<file path="src/rtl/spi_receptor.sv">
// SPI slave receiver/transmitter, all four CKP/CPH modes, oversampled by CLK.
// Optional SPI_RECEPTOR_SYNC_EN adds a 2-flop synchronizer ahead of the edge-detect stage.
module spi_receptor #(
  parameter int WIDTH = 16
) (
  input  logic             CLK,
  input  logic             RESET,
  input  logic             CKP,
  input  logic             CPH,
  input  logic             SCK,
  input  logic             SS,
  input  logic             MOSI,
  input  logic [WIDTH-1:0] TX_DATA,
  output logic             MISO,
  output logic [WIDTH-1:0] RX_DATA,
  output logic             RX_VALID,
  output logic             BUSY,
  output logic             FRAME_ERR
);

  localparam int CW = $clog2(WIDTH + 1);
`ifdef SPI_RECEPTOR_SYNC_EN
  localparam int STAGES = 3;
`else
  localparam int STAGES = 1;
`endif

  typedef enum logic [1:0] {S_IDLE, S_ACTIVE, S_DONE} state_t;

  // Bit STAGES-1 is the stage output; bit STAGES is its value one cycle earlier.
  logic [STAGES:0]   sck_pipe_q, sck_pipe_d;
  logic [STAGES:0]   ss_pipe_q, ss_pipe_d;
  logic [STAGES-1:0] mosi_pipe_q, mosi_pipe_d;

  state_t            state_q, state_d;
  logic              ckp_q, ckp_d;
  logic              cph_q, cph_d;
  logic [CW-1:0]     cnt_q, cnt_d;
  logic [WIDTH-1:0]  tx_q, tx_d;
  logic [WIDTH-1:0]  rx_q, rx_d;
  logic [WIDTH-1:0]  rx_data_q, rx_data_d;
  logic              rx_valid_q, rx_valid_d;
  logic              frame_err_q, frame_err_d;
  logic              miso_q, miso_d;

  logic sck_s, sck_p, ss_s, ss_p, mosi_s;
  logic sck_edge, lead_edge, trail_edge, sample_edge, shift_edge;
  logic ss_fall, ss_rise;

  // NOTE: every signal assigned in always_comb gets a default first, so no path can infer a latch.
  always_comb begin
    sck_pipe_d  = {sck_pipe_q[STAGES-1:0], SCK};
    ss_pipe_d   = {ss_pipe_q[STAGES-1:0], SS};
`ifdef SPI_RECEPTOR_SYNC_EN
    mosi_pipe_d = {mosi_pipe_q[STAGES-2:0], MOSI};
`else
    mosi_pipe_d = MOSI;
`endif
  end

  assign sck_s  = sck_pipe_q[STAGES-1];
  assign sck_p  = sck_pipe_q[STAGES];
  assign ss_s   = ss_pipe_q[STAGES-1];
  assign ss_p   = ss_pipe_q[STAGES];
  assign mosi_s = mosi_pipe_q[STAGES-1];

  assign sck_edge    = sck_s ^ sck_p;
  assign lead_edge   = sck_edge && (sck_p == ckp_q);
  assign trail_edge  = sck_edge && (sck_s == ckp_q);
  assign sample_edge = cph_q ? trail_edge : lead_edge;
  assign shift_edge  = cph_q ? lead_edge : trail_edge;
  assign ss_fall     = ss_p && !ss_s;
  assign ss_rise     = !ss_p && ss_s;

  always_comb begin
    state_d     = state_q;
    ckp_d       = ckp_q;
    cph_d       = cph_q;
    cnt_d       = cnt_q;
    tx_d        = tx_q;
    rx_d        = rx_q;
    rx_data_d   = rx_data_q;
    rx_valid_d  = 1'b0;
    frame_err_d = 1'b0;
    miso_d      = miso_q;

    case (state_q)
      S_IDLE: begin
        miso_d = 1'b0;
        // SCK edges coinciding with SS fall are dropped simply by not looking at them here.
        if (ss_fall) begin
          ckp_d   = CKP;
          cph_d   = CPH;
          cnt_d   = '0;
          state_d = S_ACTIVE;
          if (!CPH) begin
            miso_d = TX_DATA[WIDTH-1];
            tx_d   = {TX_DATA[WIDTH-2:0], 1'b0};
          end else begin
            tx_d   = TX_DATA;
          end
        end
      end
      S_ACTIVE: begin
        if (ss_rise) begin
          frame_err_d = 1'b1;
          miso_d      = 1'b0;
          state_d     = S_IDLE;
        end else begin
          if (sample_edge) begin
            rx_d  = {rx_q[WIDTH-2:0], mosi_s};
            cnt_d = cnt_q + CW'(1);
            if (cnt_q == CW'(WIDTH - 1)) begin
              rx_data_d  = {rx_q[WIDTH-2:0], mosi_s};
              rx_valid_d = 1'b1;
              state_d    = S_DONE;
            end
          end
          if (shift_edge) begin
            miso_d = tx_q[WIDTH-1];
            tx_d   = {tx_q[WIDTH-2:0], 1'b0};
          end
        end
      end
      S_DONE: begin
        if (ss_rise) begin
          miso_d  = 1'b0;
          state_d = S_IDLE;
        end
      end
      default: state_d = S_IDLE;
    endcase
  end

  // NOTE: sequential state uses non-blocking assignments so every flop samples pre-edge values.
  always_ff @(posedge CLK) begin
    if (RESET) begin
      sck_pipe_q  <= '0;
      ss_pipe_q   <= '0;
      mosi_pipe_q <= '0;
      state_q     <= S_IDLE;
      ckp_q       <= 1'b0;
      cph_q       <= 1'b0;
      cnt_q       <= '0;
      tx_q        <= '0;
      rx_q        <= '0;
      rx_data_q   <= '0;
      rx_valid_q  <= 1'b0;
      frame_err_q <= 1'b0;
      miso_q      <= 1'b0;
    end else begin
      sck_pipe_q  <= sck_pipe_d;
      ss_pipe_q   <= ss_pipe_d;
      mosi_pipe_q <= mosi_pipe_d;
      state_q     <= state_d;
      ckp_q       <= ckp_d;
      cph_q       <= cph_d;
      cnt_q       <= cnt_d;
      tx_q        <= tx_d;
      rx_q        <= rx_d;
      rx_data_q   <= rx_data_d;
      rx_valid_q  <= rx_valid_d;
      frame_err_q <= frame_err_d;
      miso_q      <= miso_d;
    end
  end

  assign MISO      = miso_q;
  assign RX_DATA   = rx_data_q;
  assign RX_VALID  = rx_valid_q;
  assign BUSY      = (state_q != S_IDLE);
  assign FRAME_ERR = frame_err_q;

endmodule

</file>
<file path="config.mk">
export PLATFORM = sky130hd
export DESIGN_NAME = spi_receptor
export DESIGN_NICKNAME = d
export VERILOG_FILES = /design/src/rtl/spi_receptor.sv
export SDC_FILE = /design/constraint.sdc
export NUM_CORES = 1
export LEC_CHECK = 0
export ABC_AREA = 0
export CAP_MARGIN = 30
export CORE_AREA = 8 8 84 101
export CTS_CLUSTER_SIZE = 28
export DETAILED_ROUTE_END_ITERATION = 16
export DIE_AREA = 0 0 92 109
export PLACE_DENSITY = 0.74
export SYNTH_ARGS = -nofsm -noshare
export SYNTH_HDL_FRONTEND = slang
export SYNTH_SLANG_ARGS = --single-unit
</file>
<file path="constraint.sdc">
create_clock -name CLK -period 1.8 [get_ports CLK]
set_clock_uncertainty 0.2 [all_clocks]
set_input_delay 0.36 -clock CLK [delete_from_list [all_inputs] [get_ports CLK]]
set_output_delay 0.36 -clock CLK [all_outputs]
set_load 0.01 [all_outputs]
</file>
==> results of run 1 <==
cell usage in the layout, fill, tap and decap left out, types with 2 or more instances in the layout:
master | netlist | layout
sky130_fd_sc_hd__dlygate4sd2_1 | 0 | 8
sky130_fd_sc_hd__buf_6 | 3 | 12
sky130_fd_sc_hd__nand2_2 | 0 | 7
sky130_fd_sc_hd__nor2b_1 | 8 | 7
sky130_fd_sc_hd__clkbuf_8 | 0 | 11
sky130_fd_sc_hd__nand2_1 | 69 | 61
sky130_fd_sc_hd__a211oi_4 | 1 | 2
sky130_fd_sc_hd__o21ai_2 | 0 | 11
sky130_fd_sc_hd__bufinv_16 | 0 | 3
sky130_fd_sc_hd__nand3_2 | 0 | 12
sky130_fd_sc_hd__buf_12 | 0 | 6
sky130_fd_sc_hd__a21oi_2 | 2 | 11
sky130_fd_sc_hd__nor2_2 | 0 | 2
sky130_fd_sc_hd__inv_4 | 0 | 3
sky130_fd_sc_hd__nand2b_1 | 2 | 2
sky130_fd_sc_hd__nand3_1 | 37 | 24
sky130_fd_sc_hd__dfxtp_1 | 64 | 59
sky130_fd_sc_hd__ha_4 | 0 | 3
sky130_fd_sc_hd__mux2i_1 | 18 | 17
sky130_fd_sc_hd__clkdlybuf4s50_1 | 0 | 23
sky130_fd_sc_hd__nor2_1 | 16 | 11
sky130_fd_sc_hd__a211o_4 | 0 | 2
sky130_fd_sc_hd__clkbuf_16 | 0 | 2
sky130_fd_sc_hd__o21ai_4 | 0 | 3
sky130_fd_sc_hd__a21oi_4 | 0 | 2
sky130_fd_sc_hd__nor2_4 | 0 | 3
sky130_fd_sc_hd__o21ai_1 | 10 | 4
sky130_fd_sc_hd__and2b_2 | 0 | 2
sky130_fd_sc_hd__o21a_1 | 2 | 2
sky130_fd_sc_hd__dfxtp_2 | 0 | 4
sky130_fd_sc_hd__buf_4 | 3 | 24
sky130_fd_sc_hd__nor3_1 | 2 | 2
sky130_fd_sc_hd__dlymetal6s2s_1 | 0 | 9
sky130_fd_sc_hd__a21oi_1 | 54 | 43
sky130_fd_sc_hd__inv_1 | 5 | 2
sky130_fd_sc_hd__o21ai_0 | 25 | 17
synthesized netlist by cell type (2+ instances only):
master,count,area (um2)
sky130_fd_sc_hd__nand2_1,69,259
sky130_fd_sc_hd__dfxtp_1,64,1280
sky130_fd_sc_hd__a21oi_1,54,270
sky130_fd_sc_hd__nand3_1,37,185
sky130_fd_sc_hd__o21ai_0,25,125
sky130_fd_sc_hd__mux2i_1,18,180
sky130_fd_sc_hd__nor2_1,16,60.1
sky130_fd_sc_hd__clkbuf_1,12,45.0
sky130_fd_sc_hd__o21ai_1,10,50.1
sky130_fd_sc_hd__buf_2,8,40.0
sky130_fd_sc_hd__nor2b_1,8,50.1
sky130_fd_sc_hd__ha_1,5,62.6
sky130_fd_sc_hd__inv_1,5,18.8
sky130_fd_sc_hd__buf_4,3,22.5
sky130_fd_sc_hd__buf_6,3,33.8
sky130_fd_sc_hd__a21oi_2,2,17.5
sky130_fd_sc_hd__and2b_1,2,15.0
sky130_fd_sc_hd__nand2b_1,2,12.5
sky130_fd_sc_hd__nor3_1,2,10.0
sky130_fd_sc_hd__o21a_1,2,15.0
worst register-to-register path: stages, from the launching register on:
cell                       delay [ns]
sky130_fd_sc_hd__dfxtp_2         0.36
sky130_fd_sc_hd__inv_4           0.06
sky130_fd_sc_hd__ha_4            0.16
sky130_fd_sc_hd__nor2b_4         0.13
sky130_fd_sc_hd__buf_6           0.12
sky130_fd_sc_hd__a21oi_4         0.24
sky130_fd_sc_hd__buf_6           0.16
sky130_fd_sc_hd__a211oi_4        0.04
sky130_fd_sc_hd__o211ai_1        0.22
sky130_fd_sc_hd__a21oi_1         0.09
flip-flops by register name (all words and copies together) (netlist names):
signal / flops
RX_DATA: 16
tx_q: 16
rx_q: 15
cnt_q: 5
sck_pipe_q: 2
ss_pipe_q: 2
state_q: 2
FRAME_ERR: 1
MISO: 1
RX_VALID: 1
ckp_q: 1
cph_q: 1
mosi_pipe_q: 1
final cells by class:
| class | instances | area (um2) |
|---|---|---|
| multi-input combinational | 277 | 1930 |
| clock buffer | 11 | 151 |
| tap | 90 | 113 |
| fill | 552 | 2460 |
| timing repair buffer | 85 | 903 |
| sequential | 64 | 1290 |
| clock inverter | 5 | 103 |
| inverter | 5 | 26.3 |
cells by family after synthesis:
group | Yosys count | synth area share (%)
AOI/OAI and AO/OA | 107 | 20.5
xor gates and xnor gates | 1 | 0.547
adders and majority gates | 5 | 2.10
buffers and inverters | 32 | 5.51
DFF | 64 | 43.0
muxes | 20 | 6.89
and+or+nand+nor | 142 | 21.4
worst max path at each step:
| stage | endpoint | startpoint | slack, ns |
|---|---|---|---|
| after global routing | RX_DATA[0]$_SDFFE_PP0P_ | state_q[1]$_SDFFE_PP0P_ | -0.15 |
| after detailed placement | tx_q[3]$_SDFFE_PP0P_ | state_q[0]$_SDFFE_PP0P_ | -0.33 |
| after global placement | tx_q[5]$_SDFFE_PP0P_ | state_q[0]$_SDFFE_PP0P_ | -0.26 |
| after floorplan | tx_q[10]$_SDFFE_PP0P_ | cph_q$_SDFFE_PP0P_ | -0.03 |
| after CTS | tx_q[13]$_SDFFE_PP0P_ | state_q[1]$_SDFFE_PP0P_ | -0.06 |
| final | cnt_q[1]$_SDFFE_PP0P_ | state_q[1]$_SDFFE_PP0P_ | -0.11 |
stage by stage:
| step | worst slack, ns | instance area [um2] | power [uW] |
|---|---|---|---|
| after CTS | -0.0605 | 4150 | 3640 |
| after global placement | -0.260 | 3650 | 1960 |
| final | -0.109 | 4510 | 3700 |
| after global routing | -0.151 | 4510 | 3830 |
| after floorplan | -0.0301 | 3000 | 1800 |
| after detailed placement | -0.331 | 3650 | 1980 |
routing by layer:
layer / wire, um / up-vias / global-route usage [%]
met5: 0 / - / 0
met3: 601 / 21 / 4.06
li1: - / 1441 / -
met1: 3440 / 1422 / 18.5
met2: 4740 / 108 / 27.5
met4: 210 / 0 / 6.69
power breakdown:
group          switching, uW  total [uW]  internal, uW
sequential              29.6        1480          1450
clock                    561        1550           993
combinational            362         661           299
total                    952        3700          2740
timing repair:
| action | CTS | global route |
|---|---|---|
| gates cloned | 1 | 5 |
| endpoints found under the setup margin | 64 | 64 |
| setup buffers | 8 | 6 |
| pin swaps | 9 | 20 |
| resized for setup | 61 | 75 |
==> insert_results.sql, run 1 <==
INSERT INTO impl_metrics (metric_group, metric, value, unit) VALUES
('hold_path', 'min-delay-path-class', 'in2reg', ''),
('floorplanning', 'dieArea', '10000', 'um2'),
('power_and_ir_drop', 'power_leakage', '0.00178', 'uW'),
('sta', 'drv_slew', '0', ''),
('final_layout', 'antennaDiodeCount', '0', ''),
('final_layout', 'ratio_of_cells_with_drive_above_1_in_the_final_layout', '32.0', '%'),
('routing', 'wire_per_inst', '16.7', 'um'),
('placement', 'gpl.final_weighted_congestion', '0.804', ''),
('global_routing', 'grt_pass1_wl', '13100', 'um'),
('floorplanning', 'top_level_ports', '43', ''),
('sta', 'finalHoldViolCount', '0', ''),
('setup_path', 'setup.worst_path.end_class', 'flip-flop', ''),
('sta', 'achievable-frequency', '524', 'MHz'),
('setup_path', 'critPathMostFrequentCell', 'sky130_fd_sc_hd__buf_6', ''),
('logic_synthesis', 'synth_warnings', '0', ''),
('setup_path', 'r2r_start', 'state_q[1]$_SDFFE_PP0P_', ''),
('setup_path', 'critical_path_peak_fanout', '4', ''),
('setup_path', 'worst_r2r_path_depth', '9', ''),
('final_layout', 'layout_nets', '470', ''),
('floorplanning', 'die_x', '92', 'um'),
('global_routing', 'number_of_antenna_violations_at_the_first_check_in_global_routing', '0', ''),
('setup_path', 'cp_slowest_stage_delay', '0.36', 'ns'),
('logic_synthesis', 'postSynthCellCount', '371', ''),
('logic_synthesis', 'syn_area_per_cell', '8.02', 'um2'),
('sta', 'unrepaired_setup_endpoints_after_global_routing', 'yes', ''),
('outcome', 'run_status', 'finished with violations', ''),
('job', 'cap_viol_max_count', '0', ''),
('cts', 'root_buffer', 'sky130_fd_sc_hd__clkbuf_8', ''),
('setup_path', 'cp.buffers_inverters', '3', ''),
('placement', 'hpwlAfterDp', '4920', 'um'),
('routing', 'routed_wirelength', '8990', 'um'),
('setup_path', 'critical_path_depth_in_cells', '9', ''),
('hold_path', 'worst_hold_path.endpoint', 'tx_q[0]$_SDFFE_PP0P_', ''),
('global_routing', 'grt_use_total', '16.0', '%'),
('global_routing', 'pin_count_of_the_biggest_net_entering_global_routing', '61', ''),
('cts', 'cts_tree', 'built', ''),
('setup_path', 'critical_path.slowest_cell', 'sky130_fd_sc_hd__dfxtp_2', ''),
('sta', 'report.final.setup_viol', '47', ''),
('sta', 'totalNegativeSetupSlack', '-1.93', 'ns'),
('setup_path', 'critical_path_required_time', '1.82', 'ns'),
('power_and_ir_drop', 'power_density', '819', 'nW/um2'),
('setup_path', 'reg2reg_slack', '-0.11', 'ns'),
('outcome', 'failed_checks', 'negative setup slack', ''),
('final_layout', 'flow.area_growth_from_synthesis', '51.6', '%'),
('cts', 'holdBufCountCts', '0', ''),
('logic_synthesis', 'ys_seq_elements', '64', ''),
('setup_path', 'ordered_cell_list_for_the_critical_path', 'inv_4, ha_4, nor2b_4, buf_6, a21oi_4, buf_6, a211oi_4, o211ai_1, a21oi_1', ''),
('global_routing', 'overall_overflow_remaining_after_global_route', '0', ''),
('sta', 'min_period_over_period', '106', '%'),
('floorplanning', 'die-height', '109', 'um'),
('logic_synthesis', 'ys_seq_area_share', '43.0', '%'),
('cts', 'cts_sink_count', '64', ''),
('sta', 'worst_tran_pin_value', '0.347', 'ns'),
('cts', 'cts.clk_slew.worst_paths', '0.08', 'ns'),
('power_and_ir_drop', 'vdd.ir_drop.worst', '0.675', 'mV'),
('routing', 'detailedRoute.firstIterationViolations', '139', ''),
('logic_synthesis', 'count_of_flip_flops_with_a_built_in_enable_after_synthesis', '0', ''),
('sta', 'post-route-worst-setup-slack', '-0.109', 'ns'),
('floorplanning', 'core.rowCount', '34', ''),
('setup_path', 'start_kind', 'flip-flop', ''),
('routing', 'dr_total_vias', '2992', ''),
('routing', 'detail_route.first_pass.iterations', '4', ''),
('placement', 'port_buffers', '42', ''),
('sta', 'timing.max_slew.rel_slack', '76.6', '%'),
('logic_synthesis', 'synth_flop_cell', 'sky130_fd_sc_hd__dfxtp_1', ''),
('floorplanning', 'floorplan.initialDensity', '42.7', '%'),
('logic_synthesis', 'yosysUniqueCellTypes', '44', ''),
('logic_synthesis', 'postSynthNetCount', '399', ''),
('routing', 'remaining_drc_errors', '0', ''),
('sta', 'holdWs', '0.217', 'ns'),
('cts', 'numCtsBuffers', '9', '');
Note: power is estimated with default switching activity, not from simulation.
==> inputs of run 2 (changes only) <==
--- a/config.mk
+++ b/config.mk
@@ -8,7 +8,7 @@
 export ABC_AREA = 0
 export CAP_MARGIN = 30
 export CORE_AREA = 8 8 84 101
-export CTS_CLUSTER_SIZE = 28
+export CTS_CLUSTER_SIZE = 40
 export DETAILED_ROUTE_END_ITERATION = 16
 export DIE_AREA = 0 0 92 109
 export PLACE_DENSITY = 0.74
==> results of run 2 <==
Final layout, timing and power as in run 1 (identical DEF).
